[src/rtl/audio_dac_pkg.sv]
// Shared definitions for the multi-channel sigma-delta audio DAC.
//   order_e  : modulator order selector (first-order accumulator or
//              second-order error-feedback loop)
//   midscale : code that produces a 50 % pulse density for a given width
//   sat_lim  : magnitude of the second-order integrator clamp, 2^(width+2)
package audio_dac_pkg;

  typedef enum logic [1:0] {
    ORD1 = 2'd1,
    ORD2 = 2'd2
  } order_e;

  function automatic int unsigned midscale(input int unsigned width);
    return 32'd1 << (width - 32'd1);
  endfunction

  function automatic int unsigned sat_lim(input int unsigned width);
    return 32'd1 << (width + 32'd2);
  endfunction

endpackage

[src/rtl/audio_dac_chan.sv]
// One DAC channel: sample latch plus first- or second-order sigma-delta
// modulator producing a 1-bit pulse-density stream.
// Ports:
//   clk_sys   : modulator clock
//   reset     : asynchronous active-high reset
//   ce_sample : latch sample_in (or midscale when muted) on this cycle
//   mute      : select midscale at the next ce_sample
//   sample_in : raw sample, offset-binary or two's complement per SIGNED_IN
//   dac_out   : registered pulse-density output
//   sat       : sticky second-order integrator clamp flag (0 for ORDER=1)
module audio_dac_chan
  import audio_dac_pkg::*;
#(
  parameter int WIDTH     = 16,
  parameter int ORDER     = 1,
  parameter int SIGNED_IN = 0
) (
  input  logic             clk_sys,
  input  logic             reset,
  input  logic             ce_sample,
  input  logic             mute,
  input  logic [WIDTH-1:0] sample_in,
  output logic             dac_out,
  output logic             sat
);

  localparam logic [WIDTH-1:0] MID = WIDTH'(midscale(WIDTH));

  logic [WIDTH-1:0] conv_s;
  logic [WIDTH-1:0] sample_r;
  logic             dac_r;
  logic             sat_r;

  // Map the input to offset binary: inverting the MSB turns two's complement into offset binary.
  always_comb begin
    conv_s = sample_in;
    if (SIGNED_IN != 0) begin
      conv_s = {~sample_in[WIDTH-1], sample_in[WIDTH-2:0]};
    end else begin
      conv_s = sample_in;
    end
  end

  // Sample latch: mute only takes effect when a new sample is strobed in.
  always_ff @(posedge clk_sys or posedge reset) begin
    if (reset) begin
      sample_r <= MID;
    end else if (ce_sample) begin
      sample_r <= mute ? MID : conv_s;
    end else begin
      sample_r <= sample_r;
    end
  end

  if (ORDER == int'(ORD2)) begin : g_ord2
    localparam int IW = WIDTH + 4;
    localparam int SW = WIDTH + 6;
    localparam logic signed [SW-1:0] LIM_HI = SW'(sat_lim(WIDTH) - 32'd1);
    // -2^(W+2) is the bitwise complement of 2^(W+2)-1.
    localparam logic signed [SW-1:0] LIM_LO = ~LIM_HI;
    localparam logic signed [SW-1:0] FB     = SW'((32'd1 << WIDTH) - 32'd1);

    logic signed [IW-1:0] i1_r;
    logic signed [IW-1:0] i2_r;
    logic signed [SW-1:0] s_ext_s;
    logic signed [SW-1:0] y_s;
    logic signed [SW-1:0] i1_sum_s;
    logic signed [SW-1:0] i2_sum_s;
    logic signed [SW-1:0] i1_nxt_s;
    logic signed [SW-1:0] i2_nxt_s;
    logic                 clamp1_s;
    logic                 clamp2_s;

    // Two error-feedback integrators, each summed at full width and then clamped.
    always_comb begin
      s_ext_s  = {6'd0, sample_r};
      y_s      = dac_r ? FB : {SW{1'b0}};
      i1_sum_s = {{2{i1_r[IW-1]}}, i1_r} + s_ext_s - y_s;
      clamp1_s = 1'b0;
      if (i1_sum_s > LIM_HI) begin
        i1_nxt_s = LIM_HI;
        clamp1_s = 1'b1;
      end else if (i1_sum_s < LIM_LO) begin
        i1_nxt_s = LIM_LO;
        clamp1_s = 1'b1;
      end else begin
        i1_nxt_s = i1_sum_s;
      end
      i2_sum_s = {{2{i2_r[IW-1]}}, i2_r} + i1_nxt_s - y_s;
      clamp2_s = 1'b0;
      if (i2_sum_s > LIM_HI) begin
        i2_nxt_s = LIM_HI;
        clamp2_s = 1'b1;
      end else if (i2_sum_s < LIM_LO) begin
        i2_nxt_s = LIM_LO;
        clamp2_s = 1'b1;
      end else begin
        i2_nxt_s = i2_sum_s;
      end
    end

    // Integrator state, sign-decided output bit and sticky clamp flag.
    always_ff @(posedge clk_sys or posedge reset) begin
      if (reset) begin
        i1_r  <= {IW{1'b0}};
        i2_r  <= {IW{1'b0}};
        dac_r <= 1'b0;
        sat_r <= 1'b0;
      end else begin
        i1_r  <= i1_nxt_s[IW-1:0];
        i2_r  <= i2_nxt_s[IW-1:0];
        dac_r <= ~i2_nxt_s[SW-1];
        sat_r <= sat_r | clamp1_s | clamp2_s;
      end
    end
  end else begin : g_ord1
    // Only the low WIDTH bits of the accumulator are kept; its carry bit is dac_r itself.
    logic [WIDTH-1:0] acc_r;
    logic [WIDTH:0]   acc_sum_s;

    // Accumulator sum with room for the carry that becomes the output bit.
    always_comb begin
      acc_sum_s = {1'b0, acc_r} + {1'b0, sample_r};
    end

    // Accumulator and carry output; the saturation flag cannot set in this order.
    always_ff @(posedge clk_sys or posedge reset) begin
      if (reset) begin
        acc_r <= {WIDTH{1'b0}};
        dac_r <= 1'b0;
        sat_r <= 1'b0;
      end else begin
        acc_r <= acc_sum_s[WIDTH-1:0];
        dac_r <= acc_sum_s[WIDTH];
        sat_r <= 1'b0;
      end
    end
  end

  assign dac_out = dac_r;
  assign sat     = sat_r;

endmodule

[src/rtl/audio_dac_mc.sv]
// Multi-channel sigma-delta audio DAC: CHANNELS independent modulators sharing
// clock, reset, sample strobe and mute.
// Ports:
//   clk_sys   : modulator clock
//   reset     : asynchronous active-high reset
//   ce_sample : sample strobe for all channels
//   mute      : force midscale at the next ce_sample
//   audio_in  : packed samples, channel k at [k*WIDTH +: WIDTH]
//   dac_out   : registered 1-bit pulse-density output per channel
//   sat       : sticky second-order saturation flag per channel
module audio_dac_mc
  import audio_dac_pkg::*;
#(
  parameter int CHANNELS  = 2,
  parameter int WIDTH     = 16,
  parameter int ORDER     = 1,
  parameter int SIGNED_IN = 0
) (
  input  logic                      clk_sys,
  input  logic                      reset,
  input  logic                      ce_sample,
  input  logic                      mute,
  input  logic [CHANNELS*WIDTH-1:0] audio_in,
  output logic [CHANNELS-1:0]       dac_out,
  output logic [CHANNELS-1:0]       sat
);

  for (genvar k = 0; k < CHANNELS; k++) begin : g_chan
    audio_dac_chan #(
      .WIDTH    (WIDTH),
      .ORDER    (ORDER),
      .SIGNED_IN(SIGNED_IN)
    ) u_chan (
      .clk_sys  (clk_sys),
      .reset    (reset),
      .ce_sample(ce_sample),
      .mute     (mute),
      .sample_in(audio_in[k*WIDTH +: WIDTH]),
      .dac_out  (dac_out[k]),
      .sat      (sat[k])
    );
  end

endmodule

[config.mk]
export PLATFORM = sky130hd
export DESIGN_NAME = audio_dac_mc
export DESIGN_NICKNAME = d
export VERILOG_FILES = /design/src/rtl/audio_dac_pkg.sv /design/src/rtl/audio_dac_chan.sv /design/src/rtl/audio_dac_mc.sv
export SDC_FILE = /design/constraint.sdc
export NUM_CORES = 1
export LEC_CHECK = 0
export CAP_MARGIN = 10
export CORE_MARGIN = 2
export CORE_UTILIZATION = 57
export DETAILED_ROUTE_END_ITERATION = 10
export PLACE_DENSITY = 0.8
export REMOVE_ABC_BUFFERS = 1
export SLEW_MARGIN = 20
export SYNTH_ARGS = -nofsm -noshare
export SYNTH_HDL_FRONTEND = slang
export SYNTH_HIERARCHICAL = 1
export SYNTH_SLANG_ARGS = --single-unit
[constraint.sdc]
create_clock -name clk_sys -period 2.62 [get_ports clk_sys]
set_input_delay 0.786 -clock clk_sys [delete_from_list [all_inputs] [get_ports clk_sys]]
set_output_delay 0.786 -clock clk_sys [all_outputs]
set_load 0.05 [all_outputs]
==> flow_summary_export.csv, run 1 <==
group,metric,value,unit
outcome,status,"complete, no violations",
clock_network,cts.sinks,66,
synthesis,synth_cell_type_count,55,
global_routing,grt_pass1_wl,13530,um
sta,tns,0,ps
global_routing,grt_antenna_before_repair,0,
floorplan,core.rowCount,29,
clock_network,clock_path_buffers,2,
power_and_ir_drop,p_per_area,1013,nW/um^2
route,drc,0,
synthesis,yosys.area_share.adder,0.1175,
global_routing,grt_max_degree,34,
clock_network,cts-resized-gates,0,
sta,hold_violations,0,
critical_path,cp.arrival,2570,ps
synthesis,synth_seq_area_share,0.4413,
synthesis,syn-cell-area,3749,sq um
route,num_vias,2914,
placement,place_hpwl,5347,um
floorplan,dieArea,7241,sq um
route,vias_per_cell,5.770,
critical_path,critPathLaunchType,"flip-flop",
synthesis,ys_ff_latch,66,
synthesis,synthArstFlopShare,1.000,
critical_path,cp.required,2840,ps
route,routed_wirelength,7670,um
synthesis,synth_top_cell_area_share,0.4272,
floorplan,dieWidth,85.10,um
route,ant_nets,0,
floorplan,die_h,85.10,um
placement,place_congestion,0.8496,
layout,design_area,4372,sq um
global_routing,grt-ovfl-total,0,
clock_network,cts_tree,"built",
sta,clock.fmax,0.4263,GHz
floorplan,io_pins,40,
placement,placed_area,4169,sq um
global_routing,grt_usage,0.2336,
sta,finalSetupViolations,0,
floorplan,design.core.area,6350,sq um
layout,fin_cells,505,
placement,dp.cells,489,
power_and_ir_drop,ir_worst_vdd,0.0007689,V
placement,dp_slack,326.2,ps
synthesis,syn_area_per_cell,9.711,sq um
sta,final.period_utilization,0.8954,
route,top_layer,"met4",
clock_network,ctsHoldBuffers,0,
power_and_ir_drop,leakage,0.002092,uW
synthesis,synth-xor-area-share,0.05140,
floorplan,start_util,0.5903,
synthesis,synthTopCellsByArea,"dfrtp_1, ha_1, o21ai_0",
sta,hold_slack,477.2,ps
synthesis,synth_compound_area_frac,0.2140,
synthesis,synthFlopType,"dfrtp_1",
clock_network,post_cts_buffers,0,
worst_hold_path,min_path_type,"flip-flop to flip-flop",
clock_network,path_clk_slew,70,ps
flow_run,maxCapViolCount,0,
route,met2_length,3881,um
route,dr.pass1.iters,5,
layout,layout-drive-gt1-share,0.08411,
sta,worst_pin_slew,495.5,ps
sta,setup_ws,274.1,ps
global_routing,grt_pass1_vias,2986,
clock_network,clockRootBuffer,"clkbuf_8",
sta,slew_violations,0,
layout,area_growth,16.62,%
synthesis,ys_warn_count,6,
critical_path,crit_type,"flip-flop to flip-flop",
critical_path,endpoint_kind,"flip-flop",
clock_network,clk_latency,340,ps
clock_network,numCtsBuffers,9,
synthesis,synth_simple_gate_area_frac,0.1105,
sta,rsz0062_at_grt,"no",
synthesis,muxShareOfSynthArea,0,
critical_path,r2r_slack,270,ps
route,wire_per_inst,15.19,um
synthesis,syn_inst,386,
sta,period_minus_slack,2346,ps
synthesis,synth-edff-count,0,
layout,diodes,0,
layout,nets,493,
clock_network,h-tree-depth,3,
synthesis,synth_top_area_cell,"dfrtp_1",
critical_path,critPathMaxFanout,3,
synthesis,synth_top_family_by_area,"compound AO/OA/AOI/OAI gates",
sta,skew,8.578,ps
layout,fillers,490,
route,routed-wl-met3,261,um
placement,io_buffers,37,
sta,relSlewSlack,0.6611,
route,drt_iter0_markers,139,
route,wl_met1,3419,um
area by class of cell:
cell class / count / area (sq um) / area share
timing repair buffer: 42 / 407.9 / 0.09330
clock buffer: 10 / 137.6 / 0.03148
inverter: 41 / 153.9 / 0.03520
sequential: 66 / 1654 / 0.3784
tap: 77 / 96.34 / 0.02204
multi-input combinational: 263 / 1857 / 0.4247
clock inverter: 6 / 65.06 / 0.01488
cell families (layout without fill, tap and decap cells):
family,Yosys count,count (layout)
other,2,2
DFF,66,66
xor gates and xnor gates,22,22
and+or+nand+nor,90,90
AOI/OAI and AO/OA,115,115
adders and majority gates,34,34
buffers and inverters,57,99
worst max-delay path: stages, from the launching register on:
cell      delay, ps
dfrtp_1         400
ha_1            250
fa_1            430
a21o_1          220
a221oi_2        410
o21ai_2         160
o311ai_1        360
power breakdown:
part	switching [uW]	internal (uW)
clock	402	467
combinational	1210	889
sequential	118	1340
total	1730	2700
stage by stage:
stage | power, uW | utilization
floorplan | 3081 | -
global placement | 3437 | 0.6566
detailed placement | 3528 | 0.6566
CTS | 4443 | 0.6885
global route | 4766 | 0.6885
finish | 4429 | 0.6885
state kept, by name, summed over array words and instances (netlist names):
| name | cells |
|---|---|
| g_chan.u_chan/dac_out | 2 |
| g_chan.u_chan/g_ord1.acc_r | 32 |
| g_chan.u_chan/sample_r | 32 |
layout by cell type (no fill, tap or decap), types with 2 or more instances in the layout:
master	count
dfrtp_1	64
nand2_1	47
inv_1	41
clkdlybuf4s50_1	37
o21ai_0	36
ha_1	32
a21oi_1	21
a21o_1	13
xnor2_1	12
clkbuf_8	10
xor2_1	10
nor2_1	9
nand3_1	7
and3_1	6
nand4_1	5
a211oi_1	5
nor3_1	5
buf_4	5
nor2b_1	4
o211ai_1	4
a211o_1	3
nor4_1	3
clkinv_2	2
o22ai_1	2
a221oi_2	2
a21oi_2	2
o21bai_1	2
o211a_1	2
a41oi_1	2
o311a_1	2
fa_1	2
conb_1	2
dfstp_2	2
o21ai_1	2
cells in the mapped netlist, types with 7 or more instances:
cell / n
nand3_1: 7
ha_1: 32
a21o_1: 13
a21oi_1: 21
nand2_1: 47
buf_2: 7
inv_1: 41
dfrtp_1: 64
nor2_1: 9
o21ai_0: 36
xnor2_1: 12
xor2_1: 10
final timing paths:
kind,to,startpoint,cells past startpoint
setup / recovery,g_chan[0].u_chan/g_ord1.acc_r[14],g_chan[0].u_chan/sample_r[0],6
hold / removal,g_chan[1].u_chan/g_ord1.acc_r[0],g_chan[1].u_chan/g_ord1.acc_r[0],1
setup reg to reg,g_chan[0].u_chan/g_ord1.acc_r[14],g_chan[0].u_chan/sample_r[0],6
hold reg to reg,g_chan[1].u_chan/g_ord1.acc_r[0],g_chan[1].u_chan/g_ord1.acc_r[0],1
max in group asynchronous,g_chan[0].u_chan/sample_r[15],reset,3
min in group asynchronous,g_chan[1].u_chan/sample_r[6],reset,3
per-layer routing:
metal / GRT usage / vias up
met5: 0 / -
met4: 0.07359 / 0
met3: 0.05545 / 15
met2: 0.4027 / 63
met1: 0.2903 / 1424
li1: - / 1412
Note: power is estimated with default switching activity, not from simulation.
==> inputs of run 2 (changes only) <==
Settings changed: CORE_UTILIZATION 57 to 59, CTS_BUF_LIST set to sky130_fd_sc_hd__clkbuf_4 sky130_fd_sc_hd__clkbuf_8, PLACE_DENSITY 0.8 to 0.83.
==> run 2 against run 1 <==
Core utilization up 1.3 points. Clock power is essentially flat. Critical endpoint is now g_chan[0].u_chan/dac_out. Largest power group unchanged. Setup slack improved by 93 ps.
==> flow_summary_export.csv, run 2 (synthesis gave the netlist of run 1 again) <==
group,metric,value,unit
outcome,status,"complete, no violations",
layout,fin_util,0.7019,
critical_path,r2r-end,"g_chan[0].u_chan/dac_out",
flow_run,maxCapViolCount,0,
sta,skew,7.648,ps
sta,worst_pin_slew,561.6,ps
route,wire_per_inst,15.20,um
route,top_layer,"met4",
clock_network,path_clk_slew,80,ps
critical_path,critPathSlowestCell,"fa_1",
critical_path,rr_worst_depth,7,
worst_hold_path,hp-start,"g_chan[1].u_chan/g_ord1.acc_r[0]",
global_routing,grt_pass1_vias,3027,
global_routing,grt_antenna_before_repair,0,
layout,layout-drive-gt1-share,0.08625,
floorplan,design.core.area,6241,sq um
route,dr.pass1.iters,4,
critical_path,path_delay_family,"compound AO/OA/AOI/OAI gates",
route,ant_nets,0,
critical_path,critPathLaunchType,"flip-flop",
placement,place_congestion,0.8909,
sta,period_minus_slack,2253,ps
floorplan,die_h,83.71,um
clock_network,h-tree-depth,3,
critical_path,endpoint_kind,"flip-flop",
floorplan,start_util,0.6006,
clock_network,cts-resized-gates,0,
route,routed-wl-met3,280,um
sta,relSlewSlack,0.6239,
worst_hold_path,holdPathStages,1,
critical_path,critPathMaxFanout,3,
power_and_ir_drop,leakage,0.002088,uW
critical_path,r2r_slack,370,ps
layout,layout_common_cells,"dfrtp_1, nand2_1, inv_1",
clock_network,post_cts_buffers,0,
global_routing,grt-ovfl-total,0,
sta,final.period_utilization,0.8598,
critical_path,crit_buf_inv,0,
placement,dp_slack,405.2,ps
route,drc,0,
layout,area_growth,16.86,%
placement,placed_area,4177,sq um
clock_network,clk_latency,340,ps
power_and_ir_drop,p_per_area,1012,nW/um^2
layout,diodes,0,
sta,slew_violations,0,
route,met2_length,3887,um
critical_path,cp.required,2830,ps
placement,place_hpwl,5449,um
route,vias_per_cell,5.739,
route,routed_wirelength,7689,um
sta,setup_ws,367.2,ps
floorplan,core.rowCount,29,
critical_path,slowest_delay,420,ps
clock_network,numCtsBuffers,9,
critical_path,path_cells,"ha_1, fa_1, a21o_1, a221oi_2, o21ai_2, a21oi_2, o21ai_0",
worst_hold_path,min_path_type,"flip-flop to flip-flop",
clock_network,clockRootBuffer,"clkbuf_8",
sta,clock.fmax,0.4439,GHz
clock_network,clock_path_buffers,2,
global_routing,grt_pass1_wl,13720,um
global_routing,grt_max_degree,34,
power_and_ir_drop,ir_worst_vdd,0.0007155,V
route,drt_iter0_markers,137,
sta,hold_violations,0,
placement,io_buffers,37,
sta,tns,0,ps
layout,design_area,4380,sq um
critical_path,cp.arrival,2460,ps
floorplan,io_pins,40,
sta,rsz0062_at_grt,"no",
clock_network,ctsHoldBuffers,0,
layout,nets,494,
sta,finalSetupViolations,0,
critical_path,r2r_start,"g_chan[0].u_chan/sample_r[0]",
clock_network,cts_tree,"built",
worst_hold_path,whs_endpoint,"g_chan[1].u_chan/g_ord1.acc_r[0]",
layout,final_common_cell,"dfrtp_1",
route,wl_met1,3382,um
critical_path,crit_type,"flip-flop to flip-flop",
floorplan,dieWidth,83.71,um
floorplan,dieArea,7007,sq um
clock_network,cts.sinks,66,
route,num_vias,2904,
global_routing,grt_usage,0.2449,
## run 2: cell types whose count changed in the layout (fill, tap and decap cells not counted)
cell / change
buf_4: +1
clkinvlp_4: +2
clkinv_2: -1
inv_6: -1
## run 2: stage by stage
step                total power, uW  hold slack, ps  std cells
global placement               3432           452.7        490
floorplan                      3081           443.0        370
finish                         4435           472.3        506
CTS                            4435           477.7        506
detailed placement             3526           459.9        490
global route                   4780           491.5        506
## run 2: how the worst max path moves through the flow
stage	start	to	cells past startpoint
floorplan	g_chan[0].u_chan/sample_r[0]	g_chan[0].u_chan/dac_out	7
global placement	g_chan[0].u_chan/sample_r[0]	g_chan[0].u_chan/dac_out	7
detailed placement	g_chan[1].u_chan/sample_r[0]	g_chan[1].u_chan/g_ord1.acc_r[14]	7
CTS	g_chan[1].u_chan/dac_out	dac_out[1]	1
global route	g_chan[0].u_chan/sample_r[0]	g_chan[0].u_chan/dac_out	7
finish	g_chan[0].u_chan/sample_r[0]	g_chan[0].u_chan/dac_out	7
## run 2: where the power goes
group | switching (uW) | internal [uW]
combinational | 1210 | 890
clock | 405 | 465
sequential | 117 | 1340
## run 2: layout make-up
type                       count  area [sq um]
inverter                      41         153.9
sequential                    66          1654
timing repair buffer          43         415.4
clock inverter                 6         66.31
fill                         466          1861
multi-input combinational    263          1857
clock buffer                  10         137.6
tap                           77         96.34
## run 2: metal layers
layer / up-vias / GRT usage
li1: 1424 / -
met1: 1387 / 0.3145
met2: 79 / 0.4138
met3: 14 / 0.03561
met4: 0 / 0.1070
met5: - / 0
==> inputs of run 3 (changes only) <==
Settings changed: PLACE_DENSITY 0.83 to 0.81.
==> run 3 against run 2 <==
Clock power shrank 12%. Cell area shrank 0.66%. Clock-buffer cell count grew 1. Die area is the same. Sequential cell count is the same. Clock skew shrank 1.1 ps. Register-to-register slack is essentially flat. Critical endpoint is now g_chan[0].u_chan/g_ord1.acc_r[10]. Core utilization shrank 0.46 points. Critical path depth is the same. Sequential power is essentially flat. First-iteration DRC count grew 16%.
==> flow_summary_export.csv, run 3 (synthesis gave the netlist of run 1 again) <==
group,metric,value,unit
power_and_ir_drop,p_comb_frac,0.488,
critical_path,endpoint_kind,"flip-flop",
power_and_ir_drop,ir_worst_vdd,0.0005489,V
global_routing,grt_pass1_wl,13680,um
critical_path,path_cells,"ha_1, fa_1, a21o_1, a221oi_2, o21bai_2, nor4_1, a211oi_1",
route,drc,0,
power_and_ir_drop,leakage,0.002082,uW
critical_path,critPathLaunchType,"flip-flop",
power_and_ir_drop,p_sw,1750,uW
sta,hold_slack,478.4,ps
layout,layout_common_cells,"dfrtp_1, nand2_1, inv_1",
global_routing,grt_usage,0.2414,
clock_network,ctsHoldBuffers,0,
route,vias_per_cell,5.903,
sta,rsz0062_at_grt,"no",
critical_path,crit_type,"flip-flop to flip-flop",
placement,dp_slack,382.2,ps
route,wire_per_inst,15.53,um
layout,multi_input_area,1857,sq um
route,routed_wirelength,7859,um
route,num_vias,2987,
route,ant_nets,0,
sta,clock.fmax,0.4415,GHz
sta,tns,0,ps
power_and_ir_drop,p_per_area,1002,nW/um^2
layout,design_area,4352,sq um
worst_hold_path,min_path_type,"flip-flop to flip-flop",
clock_network,numCtsBuffers,9,
layout,diodes,0,
clock_network,cts-resized-gates,0,
floorplan,dieWidth,83.71,um
floorplan,dieArea,7007,sq um
global_routing,grt-ovfl-total,0,
sta,finalSetupViolations,0,
floorplan,core.rowCount,29,
sta,skew,6.579,ps
sta,hold_violations,0,
layout,final_common_cell,"dfrtp_1",
worst_hold_path,hp-start,"g_chan[1].u_chan/g_ord1.acc_r[0]",
placement,placed_area,4177,sq um
sta,relSlewSlack,0.6510,
floorplan,design.core.area,6241,sq um
layout,fillers,480,
floorplan,io_pins,40,
floorplan,start_util,0.6006,
critical_path,crit_buf_inv,0,
placement,io_buffers,37,
global_routing,grt_antenna_before_repair,0,
layout,nets,494,
layout,fin_util,0.6973,
critical_path,cp.required,2830,ps
flow_run,maxCapViolCount,0,
power_and_ir_drop,clkPwrFrac,0.176,
layout,regArea,1654,sq um
placement,place_congestion,0.8963,
layout,layout-drive-gt1-share,0.08625,
clock_network,clock_path_buffers,2,
critical_path,critPathMaxFanout,3,
clock_network,cts_tree,"built",
global_routing,grt_pass1_vias,3011,
critical_path,crit_start,"g_chan[0].u_chan/sample_r[0]",
clock_network,cts.sinks,66,
power_and_ir_drop,power.share.sequential,0.336,
sta,setup_ws,354.7,ps
clock_network,h-tree-depth,3,
sta,slew_violations,0,
clock_network,clockRootBuffer,"clkbuf_8",
clock_network,path_clk_slew,70,ps
clock_network,clk_latency,340,ps
placement,place_hpwl,5541,um
critical_path,cp.arrival,2470,ps
outcome,status,"complete, no violations",
sta,worst_pin_slew,521.1,ps
layout,area_growth,16.09,%
clock_network,post_cts_buffers,0,
sta,final.period_utilization,0.8646,
critical_path,slowest_delay,400,ps
critical_path,critPathSlowestCell,"fa_1",
route,dr.pass1.iters,5,
power_and_ir_drop,p_int,2612,uW
sta,period_minus_slack,2265,ps
critical_path,path_delay_family,"compound AO/OA/AOI/OAI gates",
power_and_ir_drop,swShare,0.4011,
floorplan,die_h,83.71,um
route,drt_iter0_markers,159,
critical_path,r2r_start,"g_chan[0].u_chan/sample_r[0]",
global_routing,grt_max_degree,34,
## run 3: path summary, 6_finish.rpt
| check | endpoint | slack [ps] | cells after the start |
|---|---|---|---|
| worst max-delay path | g_chan[0].u_chan/g_ord1.acc_r[10] | 350 | 7 |
| min in group asynchronous | g_chan[0].u_chan/sample_r[6] | 860 | 3 |
| max in group asynchronous | g_chan[1].u_chan/sample_r[15] | 1420 | 3 |
| worst min register to register | g_chan[1].u_chan/g_ord1.acc_r[0] | 480 | 1 |
| worst min-delay path | g_chan[1].u_chan/g_ord1.acc_r[0] | 480 | 1 |
| worst max register to register | g_chan[0].u_chan/g_ord1.acc_r[10] | 350 | 7 |
## run 3: area by class of cell
type	instances	area share
Clock buffer	11	0.03335
Clock inverter	5	0.006901
Inverter	41	0.03537
Multi-Input combinational cell	263	0.4267
Sequential cell	66	0.3801
Tap cell	77	0.02214
Timing Repair Buffer	43	0.09546
## run 3: worst reg2reg max path, delay by kind of cell, from the launching register on
kind / cells / cell delay, ps
compound gates: 4 / 850
fa+ha+maj: 2 / 640
flops: 1 / 390
simple gates: 1 / 240
## run 3: power by group through the flow
stage | registers (uW) | logic [uW] | clock network [uW]
after floorplan | 1500 | 1580 | 0
after global placement | 1470 | 1970 | 0
after detailed placement | 1480 | 2080 | 0
after CTS | 1470 | 2090 | 781
after global routing | 1500 | 2350 | 831
final | 1460 | 2130 | 769
## run 3: per-layer routing
layer / GRT usage / wire (um) / up-vias / share of wire
met5: 0 / 0 / - / 0
met4: 0.07478 / 108 / 0 / 0.014
met3: 0.05045 / 299 / 14 / 0.038
met2: 0.4087 / 3964 / 70 / 0.50
met1: 0.3124 / 3487 / 1470 / 0.44
li1: - / - / 1433 / -
## run 3: stage by stage
stage | power (uW) | std cells
final | 4362 | 506
after detailed placement | 3564 | 490
after global routing | 4682 | 506
after floorplan | 3081 | 370
after CTS | 4341 | 506
after global placement | 3445 | 490
